`src/rtl/bank_host.sv`:
```
// bank_host: UART 8N1 host for a percept bank; sends addr/op/data frames and, when op[7] is set, receives one reply byte.
// Optional response timeout is compiled in with `define BANK_HOST_TIMEOUT_EN.

module bank_host #(
    parameter int CLK_DIV = 434,
    parameter int TIMEOUT = 65535
) (
    input  logic       clk,
    input  logic       nRst,
    input  logic       cmd_valid,
    output logic       cmd_ready,
    input  logic [7:0] cmd_addr,
    input  logic [7:0] cmd_op,
    input  logic [7:0] cmd_data,
    output logic       rsp_valid,
    output logic [7:0] rsp_data,
    output logic       rsp_timeout,
    output logic       tx,
    input  logic       rx
);

    localparam int CW = $clog2(CLK_DIV);
    localparam logic [CW-1:0] BIT_LAST  = CW'(CLK_DIV - 1);
    localparam logic [CW-1:0] HALF_LAST = CW'(CLK_DIV / 2 - 1);

    if (CLK_DIV < 4 || TIMEOUT < 1) begin : g_param_check
        $error("bank_host: CLK_DIV must be >= 4 and TIMEOUT >= 1");
    end

    typedef enum logic [2:0] {S_IDLE, S_TX, S_WAIT, S_RX, S_DONE} state_t;

    state_t        state_q;
    logic          cmd_ready_q;
    logic          tx_q;
    logic          rsp_valid_q;
    logic [7:0]    rsp_data_q;
    logic [7:0]    rx_sh_q;
    logic [28:0]   tx_sh_q;
    logic [4:0]    bit_cnt_q;
    logic [CW-1:0] clk_cnt_q;
    logic          rx_meta_q;
    logic          rx_sync_q;
    logic          expect_q;

`ifdef BANK_HOST_TIMEOUT_EN
    localparam int TW = $clog2(TIMEOUT + 1);
    localparam logic [TW-1:0] TO_LAST = TW'(TIMEOUT - 1);

    logic [TW-1:0] to_cnt_q;
    logic          to_flag_q;
    logic          rsp_timeout_q;
`endif

    always_ff @(posedge clk) begin
        if (!nRst) begin
            state_q     <= S_IDLE;
            cmd_ready_q <= 1'b0;
            tx_q        <= 1'b1;
            rsp_valid_q <= 1'b0;
            rsp_data_q  <= '0;
            rx_sh_q     <= '0;
            tx_sh_q     <= '1;
            bit_cnt_q   <= '0;
            clk_cnt_q   <= '0;
            rx_meta_q   <= 1'b1;
            rx_sync_q   <= 1'b1;
            expect_q    <= 1'b0;
`ifdef BANK_HOST_TIMEOUT_EN
            to_cnt_q      <= '0;
            to_flag_q     <= 1'b0;
            rsp_timeout_q <= 1'b0;
`endif
        end else begin
            rx_meta_q   <= rx;
            rx_sync_q   <= rx_meta_q;
            rsp_valid_q <= 1'b0;
            case (state_q)
                S_IDLE: begin
                    if (cmd_valid && cmd_ready_q) begin
                        // start bit of the addr frame goes out now; the remaining 29 bits are queued LSB first
                        tx_sh_q     <= {1'b1, cmd_data, 1'b0, 1'b1, cmd_op, 1'b0, 1'b1, cmd_addr};
                        tx_q        <= 1'b0;
                        expect_q    <= cmd_op[7];
                        clk_cnt_q   <= '0;
                        bit_cnt_q   <= '0;
                        cmd_ready_q <= 1'b0;
                        state_q     <= S_TX;
                    end else begin
                        cmd_ready_q <= 1'b1;
                    end
                end
                S_TX: begin
                    if (clk_cnt_q == BIT_LAST) begin
                        clk_cnt_q <= '0;
                        if (bit_cnt_q == 5'd29) begin
                            state_q <= expect_q ? S_WAIT : S_DONE;
`ifdef BANK_HOST_TIMEOUT_EN
                            to_cnt_q  <= '0;
                            to_flag_q <= 1'b0;
`endif
                        end else begin
                            tx_q      <= tx_sh_q[0];
                            tx_sh_q   <= {1'b1, tx_sh_q[28:1]};
                            bit_cnt_q <= bit_cnt_q + 5'd1;
                        end
                    end else begin
                        clk_cnt_q <= clk_cnt_q + CW'(1);
                    end
                end
                S_WAIT: begin
                    if (!rx_sync_q) begin
                        clk_cnt_q <= '0;
                        bit_cnt_q <= '0;
                        state_q   <= S_RX;
                    end
`ifdef BANK_HOST_TIMEOUT_EN
                    else if (to_cnt_q == TO_LAST) begin
                        to_flag_q  <= 1'b1;
                        rsp_data_q <= '0;
                        state_q    <= S_DONE;
                    end else begin
                        to_cnt_q <= to_cnt_q + TW'(1);
                    end
`endif
                end
                S_RX: begin
                    if (bit_cnt_q == 5'd0) begin
                        // mid-start re-check; a high line means a glitch, resume waiting without touching the timeout
                        if (clk_cnt_q == HALF_LAST) begin
                            clk_cnt_q <= '0;
                            if (rx_sync_q) state_q <= S_WAIT;
                            else           bit_cnt_q <= 5'd1;
                        end else begin
                            clk_cnt_q <= clk_cnt_q + CW'(1);
                        end
                    end else if (clk_cnt_q == BIT_LAST) begin
                        clk_cnt_q <= '0;
                        if (bit_cnt_q == 5'd9) begin
                            rsp_data_q <= rx_sh_q;
                            state_q    <= S_DONE;
                        end else begin
                            rx_sh_q   <= {rx_sync_q, rx_sh_q[7:1]};
                            bit_cnt_q <= bit_cnt_q + 5'd1;
                        end
                    end else begin
                        clk_cnt_q <= clk_cnt_q + CW'(1);
                    end
                end
                S_DONE: begin
                    rsp_valid_q <= 1'b1;
                    cmd_ready_q <= 1'b1;
                    state_q     <= S_IDLE;
`ifdef BANK_HOST_TIMEOUT_EN
                    rsp_timeout_q <= to_flag_q;
`endif
                end
                default: state_q <= S_IDLE;
            endcase
        end
    end

    assign cmd_ready = cmd_ready_q;
    assign tx        = tx_q;
    assign rsp_valid = rsp_valid_q;
    assign rsp_data  = rsp_data_q;
`ifdef BANK_HOST_TIMEOUT_EN
    assign rsp_timeout = rsp_timeout_q;
`else
    assign rsp_timeout = 1'b0;
`endif

endmodule
```
`config.mk`:
```
export PLATFORM = sky130hd
export DESIGN_NAME = bank_host
export DESIGN_NICKNAME = d
export VERILOG_FILES = /design/src/rtl/bank_host.sv
export SDC_FILE = /design/constraint.sdc
export NUM_CORES = 1
export LEC_CHECK = 0
export BUFFER_PORTS_ARGS = -buffer_cell sky130_fd_sc_hd__buf_2
export CORE_MARGIN = 5
export CORE_UTILIZATION = 27
export CTS_BUF_LIST = sky130_fd_sc_hd__clkbuf_8
export CTS_CLUSTER_SIZE = 30
export DETAILED_ROUTE_END_ITERATION = 16
export GPL_ROUTABILITY_DRIVEN = 0
export HOLD_SLACK_MARGIN = 0.05
export PLACE_DENSITY = 0.49
export SLEW_MARGIN = 20
export SYNTH_ARGS = -nofsm -noshare
export SYNTH_HDL_FRONTEND = slang
export SYNTH_SLANG_ARGS = --single-unit
```
`constraint.sdc`:
```
create_clock -name clk -period 2.85 [get_ports clk]
set_clock_uncertainty 0.15 [all_clocks]
set_input_delay 0.285 -clock clk [delete_from_list [all_inputs] [get_ports clk]]
set_output_delay 0.285 -clock clk [all_outputs]
set_load 0.01 [all_outputs]
```
Word level (Yosys, flattened, before mapping)
Index checks and enable logic that the tools add are counted.

word-level totals
  input port bits = 28
  word-level logic and storage cells = 86
  bits in registers = 68

operators by class
  reduce and logical (&&, ||, !) cells = 13
  bitwise gates (word level) = 2
  equality and inequality tests = 19
  add/sub/neg operators = 2
  multiplexer cells = 38

operators by type and width
  cell                 count
  $mux 29              3
  $pmux 29 s2          1
  $mux 5               9
  $mux 9               5
  $pmux 9 s4           1
  $mux 3               10
  $pmux 5 s4           1
  $ne 3x3->1 const B   6
  $pmux 3 s4           1
  $reduce_and 4->1     3
  $ne 2x2->1 const B   5
  $add 9x1->9 const B  1
  $eq 9x8->1 const B   1
  $eq 9x9->1 const B   1
  $reduce_and 9->1     1
  $reduce_and 8->1     1
  $eq 3x2->1 const B   2
  $add 5x1->5 const B  1
  $eq 5x4->1 const B   1
  $eq 5x5->1 const B   1
  $logic_not 5->1      1
  $mux 1               5
  $pmux 1 s2           2
  $reduce_bool 2->1    2
  8 further kinds      9

Longest topological paths before layout
  depth after elaboration = 5
  mapped depth = 9
  gate-level depth less buffers = 7

Worst setup path before layout
OpenSTA, ideal clock, no wires.

  path type = register to register
  from = reg bit_cnt_q[0]
  to = reg bit_cnt_q[3]
  clock period less this slack = 1.899 ns
  setup time = 0.117 ns
  cell stages (with the launch flop) = 8
  arrival time = 1.631 ns
  path slack = 0.951 ns
  path buffers = 0
  cells stage by stage = dfxtp_1 > inv_1 > ha_1 > or4b_4 > nor2_2 > o211a_4 > nor3_4 > a32o_1

on the way
  cells in the longest elaborated chain, start to end = 5
  elaborated cells on any way between the ends = 16
  classes of those cells = add/sub: 1; eq/ne: 7; mux: 6; reduce/logical: 2

RTL lines
  item                    line      RTL
  from (decl)             39        logic [4:0] bit_cnt_q;
  from (signal assigned)  104       bit_cnt_q <= bit_cnt_q + 5'd1;
  from (signal assigned)  143       bit_cnt_q <= bit_cnt_q + 5'd1;
  $add 5x1->5             104, 143
  $mux 5                  138       if (bit_cnt_q == 5'd9) begin
  $mux 5                  136       end else if (clk_cnt_q == BIT_LAST) begin
  $mux 5                  127       if (bit_cnt_q == 5'd0) begin
  $pmux 5 s4              77        case (state_q)

Parallel ways exist; a longest one is shown, timed or not. The select of a mux whose other input is x is not followed.
A chain may end at the register's enable or synchronous reset.

Worst setup path in the final report
  from = reg state_q[0]
  to = reg tx_sh_q[18]

on the way
  cells in the longest elaborated chain, start to end = 3
  elaborated cells on any way between the ends = 8
  classes of those cells = eq/ne: 4; mux: 1; reduce/logical: 3

RTL lines
  item                                                       line  RTL
  from (decl)                                                32    state_t state_q;
  from (signal assigned)                                     96    state_q <= expect_q ? S_WAIT : S_DONE;
  $eq 3x1->1 or $logic_not 3->1 (tied branches)              77
  $ne 2x2->1 (no line) or $reduce_bool 2->1 (tied branches)  -
  $reduce_and 4->1 (no line)                                 -
  to (signal assigned)                                       81    tx_sh_q <= {1'b1, cmd_data, 1'b0, 1'b1, cmd_op, 1'b0, 1'b1, cmd_addr};
  to (signal assigned)                                       103   tx_sh_q <= {1'b1, tx_sh_q[28:1]};
  to (decl)                                                  38    logic [28:0] tx_sh_q;

Parallel ways exist; a longest one is shown, timed or not.

==> metrics.yaml <==
grt:
  grt.overflow.total: 0
  antenna_found_initial: 0
  grt_use_total: 0.107
  grt_pass1_vias: 2593
  grt_max_degree: 56
  grt_pass1_wl_mm: 12.5
clock_tree:
  cts_root_buf: "clkbuf_8"
  clk_path_buf_depth: 2
  clkSlewWorstSetupHoldPaths_ps: 80
  postCtsSetupBuffers: 0
  cts_buffers: 9
  clkSinkCount: 67
  cts_tree: "built"
  htree_levels: 3
  clk_latency_ps: 340
critical_path:
  reg2reg_slack_ps: 430
  cp-startpoint: "state_q[0]$_SDFFE_PN0P_"
  crit_path_cell_trace: "nor3b_4 -> a22o_2 -> mux2i_1 -> nand2_1"
  max_stage_delay_ps: 870
  rr_worst_depth: 4
  endpoint_kind: "register"
  start_kind: "register"
  r2r_end: "tx_sh_q[18]$_SDFFE_PN1P_"
  arrival_ps: 2480
  cp-endpoint: "tx_sh_q[18]$_SDFFE_PN1P_"
  crit_fanout: 55
  criticalPathCategory: "register to register"
  cp_slowest_cell: "a22o_2"
  r2r_start: "state_q[0]$_SDFFE_PN0P_"
  worstPathRequired_ps: 2910
drt:
  wl_per_cell_um: 13.3
  drc_errors: 0
  firstDrtPassIters: 4
  ant_nets: 0
  drt_iter0_markers: 130
  routed_wl_mm: 7.19
  vias: 2640
  via_per_inst: 4.87
logic_synthesis:
  synth_fp_nets: 394
  synth_edf_count: 0
  synth_cell_types: 57
  synth-async-reset-ratio: 0
  synthCells: 360
  synth_flop_cell: "dfxtp_1"
  yosys_register_bits: 67
  synth-seq-area-share: 0.415
  syn_area_per_cell_um2: 8.97
  ys_warn_count: 0
  syn_area_mm2: 0.00323
sta:
  final-setup-viol-count: 0
  period_share: 0.848
  period_needed_ps: 2420
  timing.fmax_mhz: 414
  slew_headroom: 0.327
  maxSlewViolCount: 0
  setup_tns_ps: 0
  tightestPinTransition_ps: 1010
  hold_viol: 0
  rsz0062_at_grt: "false"
outcome:
  status: "completed"
finish:
  post-route-util: 0.313
  fillers: 1239
  drive_gt1_frac: 0.210
  regArea_mm2: 0.00134
  finalNonFillerCells: 542
  num_antenna_cells: 0
  multi_input_area_mm2: 0.00173
  syn_to_final_growth_pct: 14.9
  layout.nets: 425
run:
  drv_cap: 0
power:
  power.density_mw_per_mm2: 569
  p_leak_nw: 1.41
  power_mw: 2.11
  irDropWorstVdd_mv: 0.204
placed_design:
  hpwl_mm: 4.95
  io_buffer_count: 38
  dp.cells: 526
die:
  die-area_mm2: 0.0143
  io_pins: 40
  rows: 40
  start_util: 0.272
  die_w_um: 119
  die_y_um: 119
  coreArea_mm2: 0.0119
worst_hold_path:
  hold_path_class: "primary input to register"
-- cell usage after synthesis, types with 3 or more instances --
master / n / area, um^2
a21oi_1: 6 / 30.0
buf_2: 3 / 15.0
buf_4: 3 / 22.5
buf_6: 4 / 45.0
clkbuf_1: 15 / 56.3
dfxtp_1: 67 / 1340
ha_1: 6 / 75.1
inv_1: 9 / 33.8
mux2i_1: 23 / 230
nand2_1: 45 / 169
nand2b_1: 6 / 37.5
nand3_1: 6 / 30.0
nand4_1: 4 / 25.0
nor2_1: 55 / 206
nor2b_1: 4 / 25.0
nor3_1: 27 / 135
nor4_1: 4 / 25.0
o211ai_1: 5 / 37.5
o311ai_0: 4 / 35.0
o311ai_1: 13 / 114
o311ai_2: 7 / 114
xnor2_1: 6 / 52.6
-- metal layers --
| metal | part of all wire | vias to the layer above | GRT usage |
|---|---|---|---|
| li1 | - | 1338 | - |
| met1 | 0.50 | 1253 | 0.145 |
| met2 | 0.44 | 40 | 0.159 |
| met3 | 0.038 | 9 | 0.0252 |
| met4 | 0.017 | 0 | 0.0494 |
| met5 | 0 | - | 0 |
-- power by group --
part / switching, mW / internal (mW)
logic: 0.218 / 0.143
registers: 0.0463 / 1.01
clock network: 0.363 / 0.330
total: 0.627 / 1.48
-- kinds of logic (layout without fill, tap and decap cells) --
family,Yosys count,count (layout),synth area share
buf+inv,35,70,0.0546
compound gates,53,53,0.154
mux,23,23,0.0713
simple gates,168,168,0.262
other cells,1,1,0.00116
flops,67,67,0.415
fa+ha+maj,6,6,0.0232
xor+xnor,7,7,0.0190
-- repair_timing --
item | in CTS | in global routing
gates resized for setup | 0 | 0
hold endpoints to repair | 1 | 0
hold buffers | 1 | 0
-- placed cells by master, fill, tap and decap left out, types with 2 or more instances in the layout --
master / Yosys / layout
nor3_1: 27 / 27
nor2b_1: 4 / 4
mux2i_1: 23 / 23
buf_2: 3 / 38
o311ai_1: 13 / 13
buf_4: 3 / 7
a32o_1: 2 / 2
nor4b_2: 1 / 2
nand2b_1: 6 / 6
a21oi_1: 6 / 6
a21o_1: 2 / 2
nand2_1: 45 / 45
o311ai_2: 7 / 7
nand4_1: 4 / 4
xnor2_1: 6 / 6
o311ai_0: 4 / 4
clkinv_2: 0 / 3
inv_1: 9 / 9
clkinvlp_4: 0 / 2
nand3_1: 6 / 6
o211ai_1: 5 / 5
ha_1: 6 / 6
nor4_1: 4 / 4
clkbuf_8: 0 / 10
dfxtp_1: 67 / 67
nor2_1: 55 / 55
-- layout make-up --
| class | instances | area share |
|---|---|---|
| clock inverters | 5 | 0.00809 |
| clock buffers | 10 | 0.0371 |
| well taps | 147 | 0.0495 |
| multi-input cells | 258 | 0.467 |
| flip-flops and latches | 67 | 0.361 |
| repair buffers | 46 | 0.0681 |
| inverters | 9 | 0.00910 |
-- worst min-delay path by stage --
stage                         start                     to  slack (ps)  cells after the start
6_report                  cmd_op[7]  expect_q$_SDFFE_PN0P_          80                      3
3_5_place_dp   rx_meta_q$_SDFF_PN1_   rx_sync_q$_SDFF_PN1_         250                      1
2_1_floorplan  rx_meta_q$_SDFF_PN1_   rx_sync_q$_SDFF_PN1_         240                      1
4_1_cts                   cmd_op[7]  expect_q$_SDFFE_PN0P_          60                      3
3_3_place_gp   rx_meta_q$_SDFF_PN1_   rx_sync_q$_SDFF_PN1_         240                      1
5_1_grt                   cmd_op[7]  expect_q$_SDFFE_PN0P_          80                      3
-- sequential cells by signal, indices dropped and copies added, names as in the netlist --
name	cells
bit_cnt_q	5
clk_cnt_q	9
cmd_ready	1
expect_q	1
rsp_data	8
rsp_valid	1
rx_meta_q	1
rx_sh_q	8
rx_sync_q	1
state_q	3
tx	1
tx_sh_q	28
-- worst max-delay path: cells and delay by family, from the launching register on --
kind,cells,cell delay (ps)
AO/OA/AOI/OAI,1,870
flip-flops,1,530
multiplexers,1,270
AND/OR/NAND/NOR,2,440
-- through the flow --
step	hold WS [ps]	worst slack [ps]	instance area, um^2
final	75.6	435	3710
after global routing	84.0	192	3710
after global placement	242	499	3530
after detailed placement	246	436	3530
after floorplan	236	951	3230
after CTS	64.5	416	3710
(Power assumes the default switching activity.)
